<file path="src/rtl/inst_fetch.sv">
// rtl/inst_fetch.sv - instruction fetch: one-outstanding imem requester with a 2-entry instruction FIFO
module inst_fetch #(
    parameter logic [31:0] RESET_PC   = 32'h0000_0000,
    parameter int          FIFO_DEPTH = 2
) (
    input  logic        clk,
    input  logic        rst,
    output logic        imem_req,
    output logic [31:0] imem_addr,
    input  logic        imem_rvalid,
    input  logic [31:0] imem_rdata,
    input  logic        redirect_valid,
    input  logic [31:0] redirect_pc,
    output logic        inst_valid,
    input  logic        inst_ready,
    output logic [31:0] inst_out,
    output logic [31:0] inst_pc,
    output logic [5:0]  ct_inst,
    output logic [5:0]  aluct_inst
);

    localparam logic [1:0] DEPTH = 2'(FIFO_DEPTH);

    typedef enum logic [1:0] {IDLE, RUN, WAIT, DROP} state_t;

    typedef struct packed {
        logic [31:0] data;
        logic [31:0] pc;
    } entry_t;

    state_t      state;
    logic [31:0] pc;
    logic [31:0] req_addr;
    entry_t      head;
    entry_t      tail;
    logic [1:0]  count;

    logic        pop;
    logic        push;
    logic        issue;
    logic [1:0]  count_after_pop;
    entry_t      new_entry;

    // Redirect overrides everything: no pop, no push, no issue in that cycle.
    assign pop             = inst_valid && inst_ready && !redirect_valid;
    assign count_after_pop = count - {1'b0, pop};
    assign issue           = (state == RUN) && !redirect_valid && (count_after_pop < DEPTH);
    assign push            = (state == WAIT) && imem_rvalid && !redirect_valid
                             && (count_after_pop != DEPTH);
    assign new_entry       = '{data: imem_rdata, pc: req_addr};

    assign imem_req   = issue;
    assign imem_addr  = issue ? pc : 32'h0;
    assign inst_valid = (count != 2'd0);
    assign inst_out   = inst_valid ? head.data : 32'h0;
    assign inst_pc    = inst_valid ? head.pc : 32'h0;
    assign ct_inst    = inst_out[31:26];
    assign aluct_inst = inst_out[5:0];

    always_ff @(posedge clk or posedge rst) begin
        if (rst) begin
            state    <= IDLE;
            pc       <= RESET_PC;
            req_addr <= 32'h0;
            head     <= '0;
            tail     <= '0;
            count    <= 2'd0;
        end else begin
            case (state)
                IDLE: state <= RUN;
                RUN:  if (issue) state <= WAIT;
                WAIT: begin
                    if (imem_rvalid)         state <= RUN;
                    else if (redirect_valid) state <= DROP;
                end
                DROP: if (imem_rvalid) state <= RUN;
                default: state <= IDLE;
            endcase

            if (redirect_valid) begin
                pc <= {redirect_pc[31:2], 2'b00};
            end else if (issue) begin
                pc       <= pc + 32'd4;
                req_addr <= pc;
            end

            if (redirect_valid) begin
                count <= 2'd0;
            end else begin
                case ({push, pop})
                    2'b01: begin
                        head  <= tail;
                        count <= count - 2'd1;
                    end
                    2'b10: begin
                        if (count == 2'd0) head <= new_entry;
                        else               tail <= new_entry;
                        count <= count + 2'd1;
                    end
                    2'b11: begin
                        // Pop and push together: the new word lands behind whatever survives the pop.
                        if (count == 2'd1) begin
                            head <= new_entry;
                        end else begin
                            head <= tail;
                            tail <= new_entry;
                        end
                    end
                    default: ;
                endcase
            end
        end
    end

endmodule

</file>
<file path="config.mk">
export PLATFORM = sky130hd
export DESIGN_NAME = inst_fetch
export DESIGN_NICKNAME = d
export VERILOG_FILES = /design/src/rtl/inst_fetch.sv
export SDC_FILE = /design/constraint.sdc
export NUM_CORES = 1
export LEC_CHECK = 0
export ABC_AREA = 1
export CAP_MARGIN = 20
export CELL_PAD_IN_SITES_DETAIL_PLACEMENT = 0
export CELL_PAD_IN_SITES_GLOBAL_PLACEMENT = 2
export CORE_UTILIZATION = 32
export DETAILED_ROUTE_END_ITERATION = 10
export PLACE_DENSITY_LB_ADDON = 0.1
export SETUP_SLACK_MARGIN = 0.3
export SLEW_MARGIN = 20
export SYNTH_ARGS = -nofsm -noshare
export SYNTH_HDL_FRONTEND = slang
export SYNTH_SLANG_ARGS = --single-unit
</file>
<file path="constraint.sdc">
create_clock -name clk -period 21.8 [get_ports clk]
set_input_delay 5.45 -clock clk [delete_from_list [all_inputs] [get_ports clk]]
set_output_delay 5.45 -clock clk [all_outputs]
set_load 0.1 [all_outputs]
</file>
==> reports/summary.txt <==
Outcome - completed
Number of global-route vias before repair - 10196
Number of hold buffers added after CTS - 0
R2R cell count - 16
X dimension of the die - 190 um
Number of clock sinks seen by CTS - 189
Net count, final - 1863
Area share of the leading cell type in the synthesized netlist - 0.418
Synth Instances - 1694
Antenna viol nets, final - 0
Antenna violations before repair - 0
Largest net degree at the start of global routing - 75
Clock latency at the later pin of the worst-skew pair - 0.44 ns
Worst slew margin - 0.304
Combined area of the multi-input logic cells - 0.00527 sq mm
Number of maximum-capacitance violations - 0
Actual transition at the worst max-transition pin - 1.04 ns
Clock skew after layout - 0.0127 ns
Worst setup EP type - output pin
RSZ-0062 raised after global routing - no
Most common library cells after synthesis - sky130_fd_sc_hd__nand2_1 (582), sky130_fd_sc_hd__nand3_1 (288), sky130_fd_sc_hd__inv_1 (193), sky130_fd_sc_hd__dfrtp_1 (189), sky130_fd_sc_hd__nor2_1 (153)
Gp weighted congestion - 0.857
Number of stages on the worst hold path - 2
Number of enable flip-flop cells after synthesis - 0
Number of buffers and inverters on the critical path - 6
CTS buffer count - 17
Post-synth top area cell - sky130_fd_sc_hd__dfrtp_1
Residual overflow from global routing - 0
Vias per cell - 4.74
Antenna fix cells - 0
Cell Pwr Density - 138 mW/mm^2
Number of failing setup endpoints in the final timing report - 0
Top Family by Delay on Critical Path - buffers and inverters
Overall fraction of global-route tracks in use - 0.201
Min Clock Period, post-route - 14.60 ns
Max Clk Rate - 0.0685 GHz
Drt drc - 0
Required time of the worst setup path - 16.35 ns
Worst hold path class - reg2reg
Depth of the CTS H-tree - 4
Average wire per standard cell - 15.7 um
Most frequently used flop master after synthesis - sky130_fd_sc_hd__dfrtp_1
Top Ports - 179
Highest cell delay on the worst timing path - 1.12 ns
Type of the worst setup path - in2out
Share of final-layout standard cells stronger than drive strength 1 - 0.0361
Sum of routed wire length over all layers - 35300 um
Hpwl dp - 21200 um
Leak pwr - 6.57 nW
Setup crit start kind - input port
Initial core utilization - 0.326
DIE HEIGHT - 190 um
Total of cells resized after clock tree synthesis - 0
Post-route core utilization - 0.397
Cell depth of the worst setup path - 11
Number of buffers inserted by post-CTS setup repair - 0
Number of optimization iterations in the first detailed-route pass - 5
Quantity of I/O buffers inserted on ports - 174
Number of max-slew violations in the final report - 0
Area of the die - 0.0361 sq mm
Standard cell core area - 0.0347 sq mm
Clock tree from TritonCTS - built
Sequential cell area - 0.00473 sq mm
Share of synthesized flip-flops with an asynchronous set or reset - 1.00
Maximum number of buffers from clock root to sink - 2
Max VDD drop - 0.0893 mV
Post-route setup TNS - 0 ns
Critical-path top delay cell - sky130_fd_sc_hd__clkdlybuf4s50_1
Sequential share of the synthesized area - 0.418
Arrival @ worst endpoint - 9.15 ns
Most used standard cell by instance count after synthesis - sky130_fd_sc_hd__nand2_1
CP cell instances - clkdlybuf4s50_1 -> buf_4 -> nor2_4 -> ha_1 -> nand2_1 -> nand3_2 -> buf_4 -> inv_1 -> nand2_1 -> inv_1 -> clkdlybuf4s50_1
Syn. warnings - 0
Iteration-0 DRC Markers - 701
Area growth from synthesis to layout - 21.7%
Final count of hold timing violations - 0
Mean instance size in the synthesized netlist - 6.68 sq um
Critical path fanouts, max - 53
Post-synthesis register bit count - 189
Synth area leaders - sky130_fd_sc_hd__dfrtp_1 (42%), sky130_fd_sc_hd__nand2_1 (19%), sky130_fd_sc_hd__nand3_1 (13%)
Post-route clock period utilization - 0.670
Number of fill cells in the layout - 3736
First-pass GRT wire length - 57400 um
Vias - 10685
Clock root buffer - sky130_fd_sc_hd__clkbuf_16
Clock transition at the registers of the reported paths - 0.08 ns
Distinct cell type count after synthesis - 33
Row count - 68
Area of the mapped netlist - 0.0113 sq mm
per-stage QoR:
| step | worst slack, ns | power, mW | hold WS (ns) | instances | instance area, sq um |
|---|---|---|---|---|---|
| CTS | 7.14 | 1.92 | 0.484 | 2254 | 13800 |
| detailed placement | 7.15 | 1.57 | 0.465 | 2222 | 13200 |
| global placement | 7.18 | 1.56 | 0.462 | 2222 | 13200 |
| finish | 7.20 | 1.90 | 0.478 | 2254 | 13800 |
| floorplan | 8.30 | 1.34 | 0.449 | 1695 | 11300 |
| global route | 6.99 | 2.03 | 0.499 | 2254 | 13800 |
worst register-to-register path, stage by stage, from the launching register on:
cell	delay, ns
sky130_fd_sc_hd__dfrtp_1	0.40
sky130_fd_sc_hd__inv_1	0.16
sky130_fd_sc_hd__ha_2	0.19
sky130_fd_sc_hd__buf_4	0.62
sky130_fd_sc_hd__inv_2	0.12
sky130_fd_sc_hd__nand2_4	0.24
sky130_fd_sc_hd__nor2_4	0.08
sky130_fd_sc_hd__ha_1	0.28
sky130_fd_sc_hd__nand2_1	0.07
sky130_fd_sc_hd__nand3_2	0.13
sky130_fd_sc_hd__inv_4	0.67
sky130_fd_sc_hd__nand2_4	0.76
sky130_fd_sc_hd__nor2_8	0.98
sky130_fd_sc_hd__nand2_2	0.75
sky130_fd_sc_hd__buf_4	0.53
sky130_fd_sc_hd__nand2_1	0.12
sky130_fd_sc_hd__nand2_1	0.06
report_power, final:
group,leakage [nW],switching [mW],total (mW),internal [mW]
clock network,0.301,0.156,0.342,0.185
registers,2.44,0.112,0.598,0.486
logic,3.83,0.714,0.958,0.244
total,6.57,0.983,1.90,0.915
logic make-up (layout without fill, tap and decap cells):
logic type,Yosys count,in the layout,share of synthesized area
compound gates,122,122,0.0558
xor+xnor,2,2,0.00155
fa+ha+maj,8,8,0.00884
buf+inv,313,417,0.119
flops,189,189,0.418
other cells,1,2,0.000331
simple gates,1059,1059,0.397
per-layer routing:
layer / part of all wire / GRT usage / up-vias
li1: - / - / 5486
met1: 0.50 / 0.287 / 4936
met2: 0.45 / 0.318 / 240
met3: 0.039 / 0.0280 / 23
met4: 0.013 / 0.0502 / 0
met5: 0 / 0 / -
sequential cells by signal, summed over array words and instances, names as in the netlist:
register and flops:
head 63, tail 62, pc 30, req_addr 30, count 2, state 2
cells in the final DEF, fill, tap and decap left out:
cell type / instances
sky130_fd_sc_hd__nand2_2: 1
sky130_fd_sc_hd__inv_6: 5
sky130_fd_sc_hd__o21ai_0: 93
sky130_fd_sc_hd__inv_8: 4
sky130_fd_sc_hd__nand4_1: 14
sky130_fd_sc_hd__a22oi_1: 1
sky130_fd_sc_hd__bufinv_16: 3
sky130_fd_sc_hd__ha_2: 1
sky130_fd_sc_hd__clkbuf_16: 17
sky130_fd_sc_hd__a21oi_1: 10
sky130_fd_sc_hd__inv_2: 5
sky130_fd_sc_hd__clkinv_2: 1
sky130_fd_sc_hd__and2_1: 1
sky130_fd_sc_hd__o21ai_1: 11
sky130_fd_sc_hd__o221ai_1: 1
sky130_fd_sc_hd__inv_4: 1
sky130_fd_sc_hd__ha_1: 6
sky130_fd_sc_hd__nand2_4: 3
sky130_fd_sc_hd__nor2_8: 1
sky130_fd_sc_hd__inv_1: 192
sky130_fd_sc_hd__o21bai_1: 1
sky130_fd_sc_hd__nor2_1: 153
sky130_fd_sc_hd__xor2_1: 1
sky130_fd_sc_hd__ha_4: 1
sky130_fd_sc_hd__dfrtp_1: 189
sky130_fd_sc_hd__clkdlybuf4s50_1: 174
sky130_fd_sc_hd__nor2_2: 2
sky130_fd_sc_hd__conb_1: 2
sky130_fd_sc_hd__o211ai_1: 5
sky130_fd_sc_hd__clkinv_4: 1
sky130_fd_sc_hd__xnor2_1: 1
sky130_fd_sc_hd__nand3_1: 288
sky130_fd_sc_hd__nand3_2: 2
sky130_fd_sc_hd__nand3b_1: 9
sky130_fd_sc_hd__nor2_4: 2
sky130_fd_sc_hd__buf_4: 12
sky130_fd_sc_hd__nand3_4: 1
sky130_fd_sc_hd__nand2_1: 582
sky130_fd_sc_hd__clkinvlp_4: 2
worst paths after layout:
path | startpoint | endpoint | slack, ns
hold reg to reg | head[56]$_DFFE_PP0P_ | head[56]$_DFFE_PP0P_ | 0.48
hold / removal | head[56]$_DFFE_PP0P_ | head[56]$_DFFE_PP0P_ | 0.48
max in group asynchronous | rst | tail[31]$_DFFE_PP0P_ | 15.02
min in group asynchronous | rst | pc[26]$_DFFE_PP0P_ | 5.45
setup / recovery | redirect_valid | imem_addr[7] | 7.20
setup reg to reg | count[1]$_DFFE_PP0P_ | tail[33]$_DFFE_PP0P_ | 15.52
cell type report:
class / count / share of cell area
Sequential cell: 189 / 0.343
Timing Repair Buffer: 186 / 0.133
Tap cell: 455 / 0.0413
Multi-Input combinational cell: 1193 / 0.382
Clock buffer: 17 / 0.0309
Inverter: 199 / 0.0550
Clock inverter: 15 / 0.0143
Power figures use the tool's default switching activity.
